## config.mk

```make
export PLATFORM = sky130hd
export DESIGN_NAME = cache_controller
export DESIGN_NICKNAME = d
export VERILOG_FILES = /design/src/rtl/cache_controller.sv
export SDC_FILE = /design/constraint.sdc
export NUM_CORES = 1
export LEC_CHECK = 0
export CAP_MARGIN = 0
export CORE_MARGIN = 5
export CORE_UTILIZATION = 35
export DETAILED_ROUTE_END_ITERATION = 8
export PLACE_DENSITY = 0.52
export SLEW_MARGIN = 20
export SYNTH_ARGS = -nofsm -noshare
export SYNTH_HDL_FRONTEND = slang
export SYNTH_SLANG_ARGS = --single-unit
```

## constraint.sdc

```tcl
create_clock -name in_clk -period 7.1 [get_ports in_clk]
set_input_delay 0.71 -clock in_clk [delete_from_list [all_inputs] [get_ports in_clk]]
set_output_delay 0.71 -clock in_clk [all_outputs]
set_load 0.1 [all_outputs]
```

## src/rtl/cache_controller.sv

```systemverilog
// Direct-mapped, write-back, write-allocate cache in front of a block-wide main memory.
// Misses write back a dirty victim, then refill the line, each phase held for MEM_LATENCY cycles.
module cache_controller #(
  parameter int unsigned NUM_LINES   = 4,
  parameter int unsigned BLOCK_BITS  = 128,
  parameter int unsigned MEM_LATENCY = 4
) (
  input  logic                  in_clk,
  input  logic                  in_rst,
  input  logic                  in_req,
  input  logic                  in_we,
  input  logic [9:0]            in_addr,
  input  logic [31:0]           in_write_data,
  output logic [31:0]           out_read_data,
  output logic                  out_done,
  output logic                  out_hit,
  output logic                  out_busy,
  output logic                  out_mem_row,
  output logic [9:0]            out_mem_addr,
  output logic [BLOCK_BITS-1:0] out_mem_write_data,
  input  logic [BLOCK_BITS-1:0] in_mem_read_data
);
  localparam int unsigned ADDR_W = 10;
  localparam int unsigned OFF_W  = $clog2(BLOCK_BITS / 8);
  localparam int unsigned WORD_W = OFF_W - 2;
  localparam int unsigned IDX_W  = $clog2(NUM_LINES);
  localparam int unsigned TAG_W  = ADDR_W - OFF_W - IDX_W;
  localparam int unsigned CNT_W  = $clog2(MEM_LATENCY + 1);

  typedef enum logic [1:0] {IDLE, COMPARE, WRITE_BACK, ALLOCATE} state_t;

  state_t                state, state_next;
  logic [TAG_W-1:0]      req_tag;
  logic [IDX_W-1:0]      req_idx;
  logic [WORD_W-1:0]     req_word;
  logic                  req_we;
  logic [31:0]           req_wdata;
  logic                  first_miss;
  logic [CNT_W-1:0]      cnt;
  logic [NUM_LINES-1:0]  valid, dirty;
  logic [TAG_W-1:0]      tag_mem  [NUM_LINES];
  logic [BLOCK_BITS-1:0] data_mem [NUM_LINES];

  logic                  hit_c;
  logic [31:0]           hit_word_c;
  logic                  done_n, hit_n, busy_n, row_n;
  logic [31:0]           rdata_n;
  logic [9:0]            maddr_n;
  logic [BLOCK_BITS-1:0] mwdata_n;
  logic                  unused_addr_bits;

  assign unused_addr_bits = ^in_addr[1:0];
  assign hit_c      = valid[req_idx] && (tag_mem[req_idx] == req_tag);
  assign hit_word_c = data_mem[req_idx][{req_word, 5'd0} +: 32];

  // State register
  always_ff @(posedge in_clk or posedge in_rst) begin
    if (in_rst) state <= IDLE;
    else        state <= state_next;
  end

  // Next-state logic
  always_comb begin
    state_next = state;
    case (state)
      IDLE:       if (in_req) state_next = COMPARE;
      COMPARE: begin
        if (hit_c)                                  state_next = IDLE;
        else if (valid[req_idx] && dirty[req_idx])  state_next = WRITE_BACK;
        else                                        state_next = ALLOCATE;
      end
      WRITE_BACK: if (cnt == '0) state_next = ALLOCATE;
      ALLOCATE:   if (cnt == '0) state_next = COMPARE;
      default:    state_next = IDLE;
    endcase
  end

  // Output values for the coming cycle, keyed on the next state so memory controls align with it
  always_comb begin
    done_n   = (state == COMPARE) && hit_c;
    hit_n    = done_n && !first_miss;
    rdata_n  = (done_n && !req_we) ? hit_word_c : out_read_data;
    busy_n   = (state_next != IDLE);
    row_n    = (state_next == WRITE_BACK);
    maddr_n  = out_mem_addr;
    mwdata_n = out_mem_write_data;
    if (state_next == WRITE_BACK) begin
      maddr_n  = {tag_mem[req_idx], req_idx, OFF_W'(0)};
      mwdata_n = data_mem[req_idx];
    end else if (state_next == ALLOCATE) begin
      maddr_n  = {req_tag, req_idx, OFF_W'(0)};
    end
  end

  always_ff @(posedge in_clk or posedge in_rst) begin
    if (in_rst) begin
      out_done           <= 1'b0;
      out_hit            <= 1'b0;
      out_busy           <= 1'b0;
      out_mem_row        <= 1'b0;
      out_read_data      <= '0;
      out_mem_addr       <= '0;
      out_mem_write_data <= '0;
    end else begin
      out_done           <= done_n;
      out_hit            <= hit_n;
      out_busy           <= busy_n;
      out_mem_row        <= row_n;
      out_read_data      <= rdata_n;
      out_mem_addr       <= maddr_n;
      out_mem_write_data <= mwdata_n;
    end
  end

  // Request latch, line status bits and memory-phase counter
  always_ff @(posedge in_clk or posedge in_rst) begin
    if (in_rst) begin
      valid      <= '0;
      dirty      <= '0;
      cnt        <= '0;
      first_miss <= 1'b0;
      req_we     <= 1'b0;
      req_tag    <= '0;
      req_idx    <= '0;
      req_word   <= '0;
      req_wdata  <= '0;
    end else begin
      case (state)
        IDLE: if (in_req) begin
          req_we     <= in_we;
          req_tag    <= in_addr[ADDR_W-1:OFF_W+IDX_W];
          req_idx    <= in_addr[OFF_W+IDX_W-1:OFF_W];
          req_word   <= in_addr[OFF_W-1:2];
          req_wdata  <= in_write_data;
          first_miss <= 1'b0;
        end
        COMPARE: begin
          if (hit_c) begin
            if (req_we) dirty[req_idx] <= 1'b1;
          end else begin
            first_miss <= 1'b1;
            cnt        <= CNT_W'(MEM_LATENCY - 1);
          end
        end
        WRITE_BACK: begin
          if (cnt == '0) begin
            dirty[req_idx] <= 1'b0;
            cnt            <= CNT_W'(MEM_LATENCY - 1);
          end else begin
            cnt <= cnt - CNT_W'(1);
          end
        end
        ALLOCATE: begin
          if (cnt == '0) begin
            valid[req_idx] <= 1'b1;
            dirty[req_idx] <= 1'b0;
          end else begin
            cnt <= cnt - CNT_W'(1);
          end
        end
        default: ;
      endcase
    end
  end

  // Tag and data arrays carry no reset; valid bits gate their use
  always_ff @(posedge in_clk) begin
    if (state == COMPARE && hit_c && req_we)
      data_mem[req_idx][{req_word, 5'd0} +: 32] <= req_wdata;
    if (state == ALLOCATE && cnt == '0) begin
      data_mem[req_idx] <= in_mem_read_data;
      tag_mem[req_idx]  <= req_tag;
    end
  end
endmodule

```

# Word level (Yosys, flattened, before mapping)
# Memories as Yosys holds them, arrays and structs flattened.
# Cells that the tools add are included.
# word_totals
elab_cells,350
mem_bits_rw,528
input_bits,174
register_bits,229
n_memories,2
# memory_table
memory,depth,word_bits,read_ports,rd_clocked_by_memory_dff,write_ports,line,source
data_mem,4,128,1,0,1,42,logic [BLOCK_BITS-1:0] data_mem [NUM_LINES];
tag_mem,4,4,1,0,1,41,logic [TAG_W-1:0] tag_mem [NUM_LINES];
# op_classes
add_sub_neg,2
magnitude_cmp,2
mux,157
n_eq_ne,12
reduce_logical,23
n_bitwise,132
shift,3
# ops
cell,n
2-to-1 mux 1 bit,137
2-to-1 mux 128 bit,1
OR 1 bit,128
variable shift 32 x 9 -> 128 bit (first input constant),1
indexed part select 128 x 8 -> 32 bit,1
indexed part select 32 x 9 -> 128 bit,1
2-to-1 mux 10 bit,2
2-to-1 mux 4 bit,3
inequality test 2 bit (second input constant),5
2-to-1 mux 3 bit,3
negator 7 -> 9 bit,1
case mux 3 bit (3 select lines),1
== test 2 bit (second input constant),4
logical AND 1 bit,8
2-to-1 mux 2 bit,4
OR 4 bit,2
case mux 2 bit (4 select lines),1
case mux 4 bit (2 select lines),1
nonzero test 2 bit,4
AND reduction 3 bit,2
bitwise AND 4 bit,1
binary-select mux 1 bit (select 2 bit),2
== test 4 bit,1
NOT 4 bit,1
14 further kinds,16

# Longest topological paths before layout
# Gate-level depths: netlist of the first run.
# logic_depth
ltp_word,9
mapped_depth,11

# Worst setup path after synthesis of the first run
# No wires, ideal clock.
# synth_timing
path_kind,register to register
startpoint,register req_idx[0]
endpoint,"memory data_mem[3][100], enable pin"
required_ps,6679
arrival_ps,3209
setup_ps,421
path_stages_with_launch,8
setup_slack_ps,3470
path_cell_list,dfrtp_1 -> buf_6 -> mux4_2 -> xnor2_1 -> nand3_2 -> nor4_4 -> a31oi_1 -> nor2_1
# synth_between
elab_chain_len,8
word_cells_on_any_way,10
# synth_lines
item,line,source
from (decl),34,logic [IDX_W-1:0] req_idx;
from (signal assigned),132,req_idx <= in_addr[OFF_W+IDX_W-1:OFF_W];
memory (4 x 4 bit) or binary-select mux 1 bit (select 2 bit) (tied branches),--,
== test 4 bit or 2-to-1 mux 1 bit (tied branches),53,assign hit_c = valid[req_idx] && (tag_mem[req_idx] == req_tag);
logical AND 1 bit (*),53,
logical AND 1 bit (*),--,
via done_n,46,"logic done_n, hit_n, busy_n, row_n;"
logical AND 1 bit (*),168,if (state == COMPARE && hit_c && req_we)
2-to-1 mux 1 bit (*),168,
2-to-1 mux 128 bit (implied by the code) (*),169,"data_mem[req_idx][{req_word, 5'd0} +: 32] <= req_wdata;"
OR 1 bit (no source line) (*),--,
to (decl),42,
# The timed path passes the listed nets; every way through them passes the cells marked *. The select of a mux whose other input is x is not followed.

# Worst setup path in the final report of the first run
# layout_timing
startpoint,register req_idx[0]
endpoint,"register out_mem_write_data[116], read port of data_mem"
# layout_between
elab_chain_len,7
word_cells_on_any_way,13
# layout_lines
item,line,source
branches (longest 7 deep; another with memory (4 x 4 bit)),--,
to (decl),20,"output logic [BLOCK_BITS-1:0] out_mem_write_data,"
# Several ways; the timed one is not identified. The select of a mux whose other input is x is not followed.
# A chain may end at the register's enable or synchronous reset.

==> results.yml, run 1 <==
run_status:
  status: "complete, no violations"
setup_path:
  cp_num_buf_inv: 2
  cp_cell_sequence: "buf_4 > mux4_2 > a32oi_1 > o21ai_4 > nand2_8 > buf_4 > mux2_2"
  worstSetupEndpointType: "flip-flop"
  crit_top_cell: "buf_4"
  cp-start-kind: "flip-flop"
  worst-setup-path-type: "flip-flop to flip-flop"
  crit_fanout: 53
  cp.required_ns: 7.60
  crit_path_max_incr_delay_ns: 0.84
  cpMaxStageDelayCell: "buf_4"
  crit_family: "buffers and inverters"
  crit_arrival_ns: 5.30
route:
  drt-initial-drc-count: 1183
  num_vias: 15900
  wirelength_um: 88700
  dr.pass1.iters: 5
  detail-route-antenna-nets: 0
  drt-wirelength-per-cell_um: 29.0
  via_per_inst: 5.20
  drc: 0
die:
  start_util_pct: 35.2
  rows: 108
  ios: 348
  die_y_um: 305
  core_area_um2: 86600
  dieWidth_um: 305
  fp.dieArea_um2: 93000
layout:
  areaGrowthSynthToFinish_pct: 24.9
  drive_gt1_share_pct: 28.6
  final_nets: 2016
  fillers: 7477
timing:
  skew_ns: 0.0217
  rsz0062_at_grt: "no"
  setup_viol: 0
  tightestPinTransition_ns: 1.20
  slew_violations: 0
  hold_viol_final: 0
  max_freq_mhz: 208
  period_minus_slack_ns: 4.80
  fin_crit_sh_pct: 67.6
  fin_tns_setup_ns: 0
  maxSlewHeadroom_pct: 19.5
placed_design:
  port_buffers: 341
  gp_congestion: 0.738
  hpwl_um: 57200
synthesis:
  netlist_instances: 1474
  synth_top_cell_by_area: "edfxtp_1"
  synth_common_cells: "edfxtp_1, dfrtp_1, mux4_2"
  synth_area_per_cell_um2: 20.7
  ys_seq_elements: 753
  yosysMostFrequentCell: "edfxtp_1"
  synth_top_area_share_pct: 52.1
  async_flop_share_pct: 29.9
  netlist_top_cells_area: "edfxtp_1, dfrtp_1, mux4_2"
  synth_cell_types: 44
  ys_seq_area_share_pct: 70.5
  synth_warnings: 0
  syn-cell-area_um2: 30500
  synth-main-ff-cell: "edfxtp_1"
  synth_edf_count: 528
cts:
  root_buffer: "clkbuf_16"
  clock_latency_ns: 0.64
  cts_buffer_depth: 3
  cts_buffers: 83
  cts_tree: "built"
  cts.sinks: 753
  clk_pin_slew_ns: 0.06
  htreeDepth: 3
  cts_setup_buffers: 0
  cts_resized: 0
  hold_buffers: 0
global_routing:
  grt_use_total_pct: 18.9
  grt_pass1_wl_um: 128000
  grt_max_degree: 115
  grt_pass1_vias: 17300
  grt.overflow.total: 0
  antenna_found_initial: 3
hold_path:
  min_path_type: "flip-flop to flip-flop"
run:
  drv_cap: 0
==> registers in the layout (all words and copies together), names as in the netlist, named ones only <==
register,count
data_mem,512
out_mem_write_data,128
out_read_data,32
req_wdata,32
tag_mem,16
out_mem_addr,6
req_tag,4
valid,4
cnt,3
req_idx,2
req_word,2
state,2
first_miss,1
out_busy,1
out_done,1
out_hit,1
out_mem_row,1
req_we,1
==> area by class of cell <==
cell class | instances | area (µm²) | share of cell area [%]
tap | 1155 | 1450 | 3.80
timing repair buffer | 372 | 3660 | 9.63
sequential | 753 | 21500 | 56.5
clock inverter | 57 | 681 | 1.79
antenna | 2 | 5.00 | 0.0132
clock buffer | 99 | 2250 | 5.92
multi-input combinational | 610 | 8430 | 22.2
inverter | 15 | 63.8 | 0.168
==> worst paths after layout <==
check | startpoint | end | slack (ns) | cells past startpoint
setup / recovery | req_idx[0] | out_mem_write_data[116] | 2.30 | 7
hold / removal | valid[0] | valid[0] | 0.48 | 1
setup reg to reg | req_idx[0] | out_mem_write_data[116] | 2.30 | 7
hold reg to reg | valid[0] | valid[0] | 0.48 | 1
max in group asynchronous | in_rst | out_read_data[24] | 5.07 | 3
min in group asynchronous | in_rst | out_mem_write_data[25] | 0.60 | 2
==> placed cells by master, fill, tap and decap left out, types with 3 or more instances in the layout <==
| cell | count |
|---|---|
| a21oi_1 | 4 |
| a22o_1 | 129 |
| a31oi_1 | 4 |
| buf_4 | 30 |
| bufinv_16 | 14 |
| clkbuf_1 | 9 |
| clkbuf_16 | 87 |
| clkbuf_8 | 3 |
| clkdlybuf4s50_1 | 339 |
| clkinv_1 | 13 |
| clkinv_2 | 16 |
| clkinvlp_4 | 8 |
| conb_1 | 4 |
| dfrtp_1 | 221 |
| dfrtp_4 | 3 |
| edfxtp_1 | 528 |
| ha_1 | 7 |
| inv_1 | 14 |
| inv_6 | 3 |
| mux2_1 | 30 |
| mux2_2 | 65 |
| mux2_4 | 109 |
| mux2i_1 | 9 |
| mux4_2 | 166 |
| nand2_1 | 11 |
| nand2b_1 | 5 |
| nor2_1 | 17 |
| nor2_4 | 16 |
| o21ai_0 | 6 |
| or2_2 | 5 |
==> kinds of logic (layout without fill, tap and decap cells) <==
| logic type | Yosys count | after routing | synth area share (%) |
|---|---|---|---|
| buffers and inverters | 114 | 543 | 2.30 |
| adder cells (fa/ha/maj) | 7 | 7 | 0.288 |
| XOR/XNOR | 3 | 3 | 0.111 |
| AO/OA/AOI/OAI | 149 | 149 | 4.16 |
| flip-flops | 753 | 753 | 70.5 |
| AND/OR/NAND/NOR | 68 | 68 | 1.13 |
| other | 1 | 6 | 0.0123 |
| multiplexers | 379 | 379 | 21.5 |
==> per-stage QoR <==
| stage | instance area [µm²] | hold slack, ns | setup WS (ns) | cells | utilization [%] |
|---|---|---|---|---|---|
| final | 38000 | 0.476 | 2.30 | 3063 | 43.9 |
| after global routing | 38000 | 0.493 | 1.99 | 3063 | 43.9 |
| after CTS | 38000 | 0.477 | 2.16 | 3061 | 43.9 |
| after detailed placement | 35100 | 0.461 | 2.15 | 2905 | 40.5 |
| after global placement | 35100 | 0.449 | 2.19 | 2905 | 40.5 |
| after floorplan | 30500 | 0.434 | 0.227 | 1477 | - |
==> metal layers <==
metal,global-route usage [%],share of wire [%],wire length (µm)
met1,25.4,43,37700
met2,31.7,50,44100
met3,3.76,5.4,4790
met4,5.01,2.3,2020
met5,0,0,0
==> worst reg2reg max path, cell delays in order, from the launching register on <==
cell and delay, ns:
dfrtp_4 0.80, buf_4 0.72, mux4_2 0.71, a32oi_1 0.36, o21ai_4 0.21, nand2_8 0.47, buf_4 0.93, mux2_2 0.46
Power of run 1 is not shown: default switching activity piles up to over one toggle a cycle in this logic, so the estimate is an artifact.
==> run 2: changes to the inputs <==
- PLACE_DENSITY: 0.52 -> 0.5
- clock period: 7.1 -> 4.6 ns (I/O delays scaled with it)
==> run 2 against run 1 <==
Against the previous run: wire length is 0.58% higher; critical path depth stayed put; final area is 0.45% higher; global-route usage is 0.13 points higher; clock-buffer cell count is 15 higher; sequential cell count stayed put; maximum frequency is 28% higher; setup slack worse by 1.5 ns.
==> results.yml, run 2 (synthesized netlist as in run 1, its figures left out) <==
setup_path:
  timing.rr.end: "out_mem_write_data[112]"
  crit_fanout: 37
  worstSetupEndpointType: "flip-flop"
  worst-setup-path-type: "flip-flop to flip-flop"
  rrSetupSlack_ns: 0.85
  ff2ff_path_depth: 7
  crit_arrival_ns: 4.25
  r2r_start: "req_idx[0]"
  cp-start-kind: "flip-flop"
  cp.required_ns: 5.10
die:
  start_util_pct: 35.2
  dieWidth_um: 305
  ios: 348
  core_area_um2: 86600
  rows: 108
  fp.dieArea_um2: 93000
  die_y_um: 305
global_routing:
  grt.overflow.total: 0
  grt_use_total_pct: 19.0
  grt_pass1_wl_um: 128000
  grt_max_degree: 91
  grt_pass1_vias: 17500
  antenna_found_initial: 1
layout:
  largest_register_ff_count: 512
  biggestRegsByFlops: "data_mem x512, out_mem_write_data x128"
  regMostFlops: "data_mem"
  final_nets: 2038
  mostFrequentLayoutCell: "edfxtp_1"
  drive_gt1_share_pct: 28.8
  areaGrowthSynthToFinish_pct: 25.5
  mostFrequentLayoutCells: "edfxtp_1, clkdlybuf4s50_1, dfrtp_1"
cts:
  root_buffer: "clkbuf_16"
  cts.sinks: 753
  cts_buffers: 83
  cts_setup_buffers: 0
  cts_resized: 0
  clock_latency_ns: 0.62
  clk_pin_slew_ns: 0.06
  cts_buffer_depth: 3
  htreeDepth: 3
  hold_buffers: 0
  cts_tree: "built"
placed_design:
  port_buffers: 341
  gp_congestion: 0.726
  hpwl_um: 56400
route:
  via_per_inst: 5.20
  dr.pass1.iters: 6
  num_vias: 16000
  detail-route-antenna-nets: 0
  drt-initial-drc-count: 974
  drt-wirelength-per-cell_um: 29.0
  wirelength_um: 89200
  drc: 0
timing:
  fin_tns_setup_ns: 0
  slew_violations: 0
  hold_viol_final: 0
  max_freq_mhz: 267
  period_minus_slack_ns: 3.75
  tightestPinTransition_ns: 1.17
  setup_viol: 0
  rsz0062_at_grt: "no"
  skew_ns: 0.0165
  fin_crit_sh_pct: 81.6
  maxSlewHeadroom_pct: 21.8
run:
  drv_cap: 0
run_status:
  status: "complete, no violations"
hold_path:
  min_path_type: "input pin to async pin"
## run 2: cell types whose count changed in the layout (fill, tap and decap cells not counted), moves of 3 or more
cell | previous run | this run
buf_12 | 2 | 16
buf_4 | 30 | 38
bufinv_16 | 14 | 9
clkbuf_1 | 9 | 21
clkbuf_16 | 87 | 84
clkbuf_8 | 3 | 9
clkinv_1 | 13 | 10
clkinv_2 | 16 | 11
clkinvlp_4 | 8 | 4
## run 2: critical path, cell delays in order, from the launching register on
cell	delay (ns)
dfrtp_4	0.54
buf_4	0.64
mux4_2	0.62
a32oi_1	0.32
o21ai_4	0.19
nand2_8	0.27
buf_4	0.56
mux2_2	0.40
## run 2: how the worst max path moves through the flow
stage                     from                 endpoint  slack (ns)  depth (start not counted)
floorplan           req_idx[0]         data_mem[3][100]        0.97                          7
finish              req_idx[0]  out_mem_write_data[112]        0.85                          7
CTS                 req_idx[0]  out_mem_write_data[113]        0.76                          7
global placement    req_idx[0]  out_mem_write_data[112]        0.81                          7
detailed placement  req_idx[0]  out_mem_write_data[112]        0.78                          7
global route        req_idx[0]  out_mem_write_data[112]        0.61                          7
## run 2: routing by layer
metal  GRT usage, %  vias up  wire length [µm]
met1           25.4     8650             37000
met5              0        -                 0
met3           3.65      105              5270
met2           32.5      482             45300
li1               -     6768                 -
met4           4.34        0              1590
## run 2: final cells by class
type	instances	area, µm²
fill	7514	48400
sequential	753	21500
multi-input combinational	610	8440
timing repair buffer	394	4010
clock buffer	114	2300
tap	1155	1450
clock inverter	38	448
inverter	15	60.1
antenna	1	2.50
## run 2: per-stage QoR
step / instance area, µm² / utilization (%) / cells / hold WS (ns) / setup WS (ns)
final: 38200 / 44.1 / 3080 / 0.346 / 0.848
after global routing: 38200 / 44.1 / 3079 / 0.371 / 0.606
after CTS: 38200 / 44.1 / 3079 / 0.324 / 0.758
after detailed placement: 35500 / 40.9 / 2927 / 0.452 / 0.776
after global placement: 35500 / 40.9 / 2927 / 0.446 / 0.807
after floorplan: 30500 / - / 1477 / 0.434 / 0.970
Power of run 2 is left out for the same reason.
==> patch 1, RTL diff (config.mk and constraints of run 2) <==
`NUM_LINES`: 4 -> 8.
--- a/src/rtl/cache_controller.sv
+++ b/src/rtl/cache_controller.sv
@@ -1,7 +1,7 @@
 // Direct-mapped, write-back, write-allocate cache in front of a block-wide main memory.
 // Misses write back a dirty victim, then refill the line, each phase held for MEM_LATENCY cycles.
 module cache_controller #(
-  parameter int unsigned NUM_LINES   = 4,
+  parameter int unsigned NUM_LINES   = 8,
   parameter int unsigned BLOCK_BITS  = 128,
   parameter int unsigned MEM_LATENCY = 4
 ) (
Formal check against the unedited RTL: same outputs for any inputs over 4 cycles, from zero or initial values and one cycle with in_rst high; that may be too few to reach the edited logic, so the function may still have changed.
==> patch 1 against run 2 <==
- via count grew 85%
- area after synthesis grew 67%
- cell count grew 71%
- routed wire length grew 99%
- design area grew 64%
- sequential cell count grew 528
- setup slack lost 150 ps
- critical endpoint is now out_read_data[17]$_DFFE_PP0P_
==> patch 1: results (changes against run 2) <==
\begin{tabular}{lr}
\hline
Metric & Value \\
\hline
\multicolumn{2}{l}{\textbf{Clocking}} \\
Clock buffer count from CTS & 142 (+71\%) \\
Clock Latency Late Sink & 770 ps (+150 ps) \\
CTS max path bufs & 3 (unchanged) \\
Count of instances resized after the clock tree is built & 0 (unchanged) \\
Number of H-tree levels & 4 (+1) \\
\multicolumn{2}{l}{\textbf{Place}} \\
HPWL Detailed & 118 mm (+110\%) \\
Post-DP Area & 58200 um2 (+64\%) \\
Placed Cells & 5015 (+71\%) \\
GPL Wtd Cong & 0.829 (+14\%) \\
\multicolumn{2}{l}{\textbf{Global routing}} \\
Grt met1 use & 31.8\% (+6.5 points) \\
GRT Resource Usage Total & 23.0\% (+4.0 points) \\
Met2 layer usage reported by global route & 36.2\% (+3.7 points) \\
Met3 layer usage reported by global route & 4.49\% (+0.84 points) \\
Largest net degree at the start of global routing & 79 (-13\%) \\
Global-route wire length before repair & 245 mm (+91\%) \\
Number of global-route vias before repair & 30094 (+72\%) \\
\multicolumn{2}{l}{\textbf{Critical path}} \\
Highest cell delay on the worst timing path & 780 ps (+140 ps) \\
Worst path slowest cell & o21ai\_0 \\
Crit path max fanout & 22 (-41\%) \\
Crit path DAT & 4590 ps (+340 ps) \\
Worst setup path start & req\_idx[2]\$\_DFFE\_PP0P\_ \\
\multicolumn{2}{l}{\textbf{Worst hold path}} \\
Worst hold-check path type & input port to asynchronous set/reset pin \\
\multicolumn{2}{l}{\textbf{Finish}} \\
Fin cells & 5278 (+71\%) \\
Layout cells sized above 1 & 26.2\% (-2.6 points) \\
Final net count & 3423 (+68\%) \\
Registers with the highest flip-flop counts & data\_mem x1024, out\_mem\_write\_data x128 \\
\multicolumn{2}{l}{\textbf{Synth}} \\
Share of flip-flops with an asynchronous set or reset & 18.2\% (-12 points) \\
Most common library cells after synthesis & edfxtp\_1 (1048), dfrtp\_1 (233), mux2\_2 (181) \\
Cell types occupying the most area after synthesis & edfxtp\_1 (62\%), dfrtp\_1 (11\%), mux4\_2 (6.4\%), mux2\_2 (4.0\%), mux2\_4 (2.9\%) \\
Distinct cells, synth & 55 (+25\%) \\
Post-synth EDFFs & 1048 (+98\%) \\
Portion of the post-synthesis area used by sequential elements & 73.2\% (+2.7 points) \\
\multicolumn{2}{l}{\textbf{Run status}} \\
Outcome & completed \\
\multicolumn{2}{l}{\textbf{Route}} \\
Total vias in the final route & 29666 (+85\%) \\
Number of DRC markers after the initial detailed-route iteration & 2877 (+200\%) \\
Met1 Routed Length & 73.9 mm (+100\%) \\
Total met2 wirelength after detailed routing & 82.4 mm (+82\%) \\
1st-pass router iterations & 6 (unchanged) \\
Met3 layer wire length in the routed design & 13.9 mm (+160\%) \\
\multicolumn{2}{l}{\textbf{Timing}} \\
Relative max-transition margin & 21.9\% (+0.032 points) \\
Worst clock skew & 29.0 ps (+12.5 ps) \\
\hline
\end{tabular}
## patch 1: final timing paths
check,end,slack [ps],cells past startpoint
max,out_read_data[17]$_DFFE_PP0P_,700,7
max reg2reg,out_read_data[17]$_DFFE_PP0P_,700,7
max in group asynchronous,out_read_data[28]$_DFFE_PP0P_,3250,3
min in group in_clk,req_tag[1]$_DFFE_PP0P_,310,3
min,out_mem_write_data[56]$_DFFE_PP0N_,280,2
min reg2reg,out_hit$_DFF_PP0_,430,1
## patch 1: area by class of cell
cell class | count | area, um2
Multi-Input combinational cell | 1286 | 12900
Clock buffer | 191 | 3840
Clock inverter | 67 | 741
Timing Repair Buffer | 517 | 5520
Fill cell | 12537 | 82400
Antenna cell | 5 | 12.5
Inverter | 14 | 57.6
Tap cell | 1917 | 2400
Sequential cell | 1281 | 37300
## patch 1: report_power, final
part / switching (uW) / total [uW] / internal [uW]
Combinational: 16000 / 24000 / 8000
Clock: 4600 / 11200 / 6570
Sequential: 1560 / 17000 / 15400
## patch 1: kinds of logic after synthesis
kind of cell	after synthesis	synth area share (%)
compound gates	508	7.68
fa+ha+maj	7	0.172
buf+inv	203	2.05
flops	1281	73.2
mux	481	14.5
other cells	1	0.00736
simple gates	286	2.38
## patch 1: critical path, delay by kind of cell, from the launching register on
kind | cells | cell delay, ps
multiplexers | 2 | 760
flip-flops | 1 | 690
buffers and inverters | 2 | 930
AO/OA/AOI/OAI | 2 | 940
AND/OR/NAND/NOR | 1 | 450
## patch 1: through the flow
step / total power [uW] / utilization [%] / worst slack, ps
global placement: 40900 / 40.1 / 730
CTS: 52500 / 43.3 / 697
finish: 52200 / 43.3 / 701
detailed placement: 41300 / 40.1 / 732
floorplan: 31900 / - / 241
global route: 53900 / 43.3 / 600
==> patch 2, RTL diff (config.mk and constraints of run 2) <==
Made on the original files. Take the reset off `out_read_data`, `out_mem_addr` and `out_mem_write_data` and load them in a clocked block of their own.
--- a/src/rtl/cache_controller.sv
+++ b/src/rtl/cache_controller.sv
@@ -98,18 +98,18 @@
       out_hit            <= 1'b0;
       out_busy           <= 1'b0;
       out_mem_row        <= 1'b0;
-      out_read_data      <= '0;
-      out_mem_addr       <= '0;
-      out_mem_write_data <= '0;
     end else begin
       out_done           <= done_n;
       out_hit            <= hit_n;
       out_busy           <= busy_n;
       out_mem_row        <= row_n;
-      out_read_data      <= rdata_n;
-      out_mem_addr       <= maddr_n;
-      out_mem_write_data <= mwdata_n;
     end
+  end
+
+  always_ff @(posedge in_clk) begin
+    out_read_data      <= rdata_n;
+    out_mem_addr       <= maddr_n;
+    out_mem_write_data <= mwdata_n;
   end
 
   // Request latch, line status bits and memory-phase counter
Function: differs if in_rst is asserted again (counterexample within 4 cycles, from zero or initial values and one cycle with in_rst high); with in_rst held inactive, the same outputs for 4 cycles.
==> patch 2 against run 2 <==
- sequential cell count unchanged
- sequential share of layout area rose by 5.3 points
- design area down 5.1%
- area after synthesis decreased by 5.5%
- non-clock buffer count is 4 lower
- routed wire length shrank 8.6%
- setup slack gained 370 ps
- fmax up 11%
- via count decreased by 7.4%
- critical path type unchanged
==> patch 2: results (changes against run 2) <==
\begin{tabular}{lr}
\hline
Metric & Value \\
\hline
\multicolumn{2}{l}{\textbf{Place}} \\
HPWL Detailed & 51.3 mm (-9.0\%) \\
Post-DP Area & 33700 um2 (-4.9\%) \\
GPL Wtd Cong & 0.716 (-1.4\%) \\
Worst slack after detailed placement & 1090 ps (+310 ps) \\
\multicolumn{2}{l}{\textbf{Clocking}} \\
Clock buffer count from CTS & 81 (-2.4\%) \\
\multicolumn{2}{l}{\textbf{Critical path}} \\
Crit path DAT & 3670 ps (-580 ps) \\
Crit path max fanout & 36 (-2.7\%) \\
Highest cell delay on the worst timing path & 610 ps (-30 ps) \\
Worst path slowest cell & and3\_4 \\
\multicolumn{2}{l}{\textbf{Global routing}} \\
Global-route wire length before repair & 116 mm (-9.8\%) \\
Largest net degree at the start of global routing & 101 (+11\%) \\
Met3 layer usage reported by global route & 3.40\% (-0.26 points) \\
Antenna violations before repair & 0 (-1) \\
GRT Resource Usage Total & 18.2\% (-0.76 points) \\
Grt met1 use & 24.7\% (-0.74 points) \\
\multicolumn{2}{l}{\textbf{Route}} \\
Number of DRC markers after the initial detailed-route iteration & 980 (+0.62\%) \\
1st-pass router iterations & 5 (-1) \\
\multicolumn{2}{l}{\textbf{Timing}} \\
Worst hold slack & 351 ps (+5.51 ps) \\
Worst-margin pin slew & 1100 ps (-67.4 ps) \\
Worst clock skew & 31.9 ps (+15.4 ps) \\
\multicolumn{2}{l}{\textbf{Synth}} \\
Portion of the post-synthesis area used by sequential elements & 77.5\% (+7.0 points) \\
Cell types occupying the most area after synthesis & edfxtp\_1 (72\%), mux4\_2 (13\%), dfrtp\_1 (5.1\%), a22o\_1 (3.9\%), mux2\_2 (1.6\%) \\
Synthesized-area fraction occupied by ao, oa, aoi and oai cells & 4.92\% (+0.76 points) \\
Post-synthesis share of cell area spent on full adders, half adders and majority gates & 0.304\% (+0.017 points) \\
Parity-gate share of the synthesized area counting xor and xnor cells & 0.122\% (+0.011 points) \\
Post-synth EDFFs & 694 (+31\%) \\
Share of flip-flops with an asynchronous set or reset & 7.84\% (-22 points) \\
Distinct cells, synth & 41 (-6.8\%) \\
\multicolumn{2}{l}{\textbf{Finish}} \\
Number of inserted diodes & 0 (-1) \\
Final net count & 1864 (-8.5\%) \\
Count of filler cells inserted in the layout & 6989 (-7.0\%) \\
Layout cells sized above 1 & 23.6\% (-5.2 points) \\
\multicolumn{2}{l}{\textbf{Run status}} \\
Outcome & completed \\
\hline
\end{tabular}
-- patch 2: cell types whose count changed after synthesis, sizes merged, moves of 4 or more --
cell    delta
dfrtp    -166
edfxtp   +166
mux2     -161
nor2      -24
a31o      +16
buf       -13
inv        -7
nor3       +5
and2       +4
mux2i      -4
o21a       +4
-- patch 2: where the power goes --
group,switching [uW],internal (uW)
clock network,2590,3680
registers,602,9440
logic,5900,3010
total,9090,16100
-- patch 2: area by class of cell --
class / count / area [um2] / area share, %
tap: 1070 / 1340 / 3.69
clock buffer: 106 / 2220 / 6.13
timing repair buffer: 390 / 3880 / 10.7
inverter: 9 / 40.0 / 0.110
sequential: 753 / 22300 / 61.6
multi-input combinational: 448 / 6120 / 16.9
clock inverter: 42 / 342 / 0.942
-- patch 2: cells by family (layout without fill, tap and decap cells) --
logic type,after synthesis,after routing
adders and majority gates,7,7
AOI/OAI and AO/OA,167,167
DFF,753,753
buffers and inverters,94,547
xor gates and xnor gates,4,4
and+or+nand+nor,54,54
other,1,4
muxes,212,212
-- patch 2: stage by stage --
stage | std cells | power, uW
after CTS | 2818 | 25500
after floorplan | 1295 | 16200
after global routing | 2818 | 26300
final | 2818 | 25200
after global placement | 2670 | 19100
after detailed placement | 2670 | 19200
-- patch 2: per-layer routing --
layer  vias up  share of wire (%)  wire, um
li1       6255                  -         -
met1      8009                 43     35300
met2       440                 50     40400
met3       111                5.0      4060
met4         3                2.0      1620
met5         -               0.16       131
-- patch 2: critical path: cells and delay by family, from the launching register on --
kind	cells	cell delay, ps
and+or+nand+nor	3	1490
AOI/OAI and AO/OA	1	570
adders and majority gates	1	190
DFF	1	390
buffers and inverters	2	400
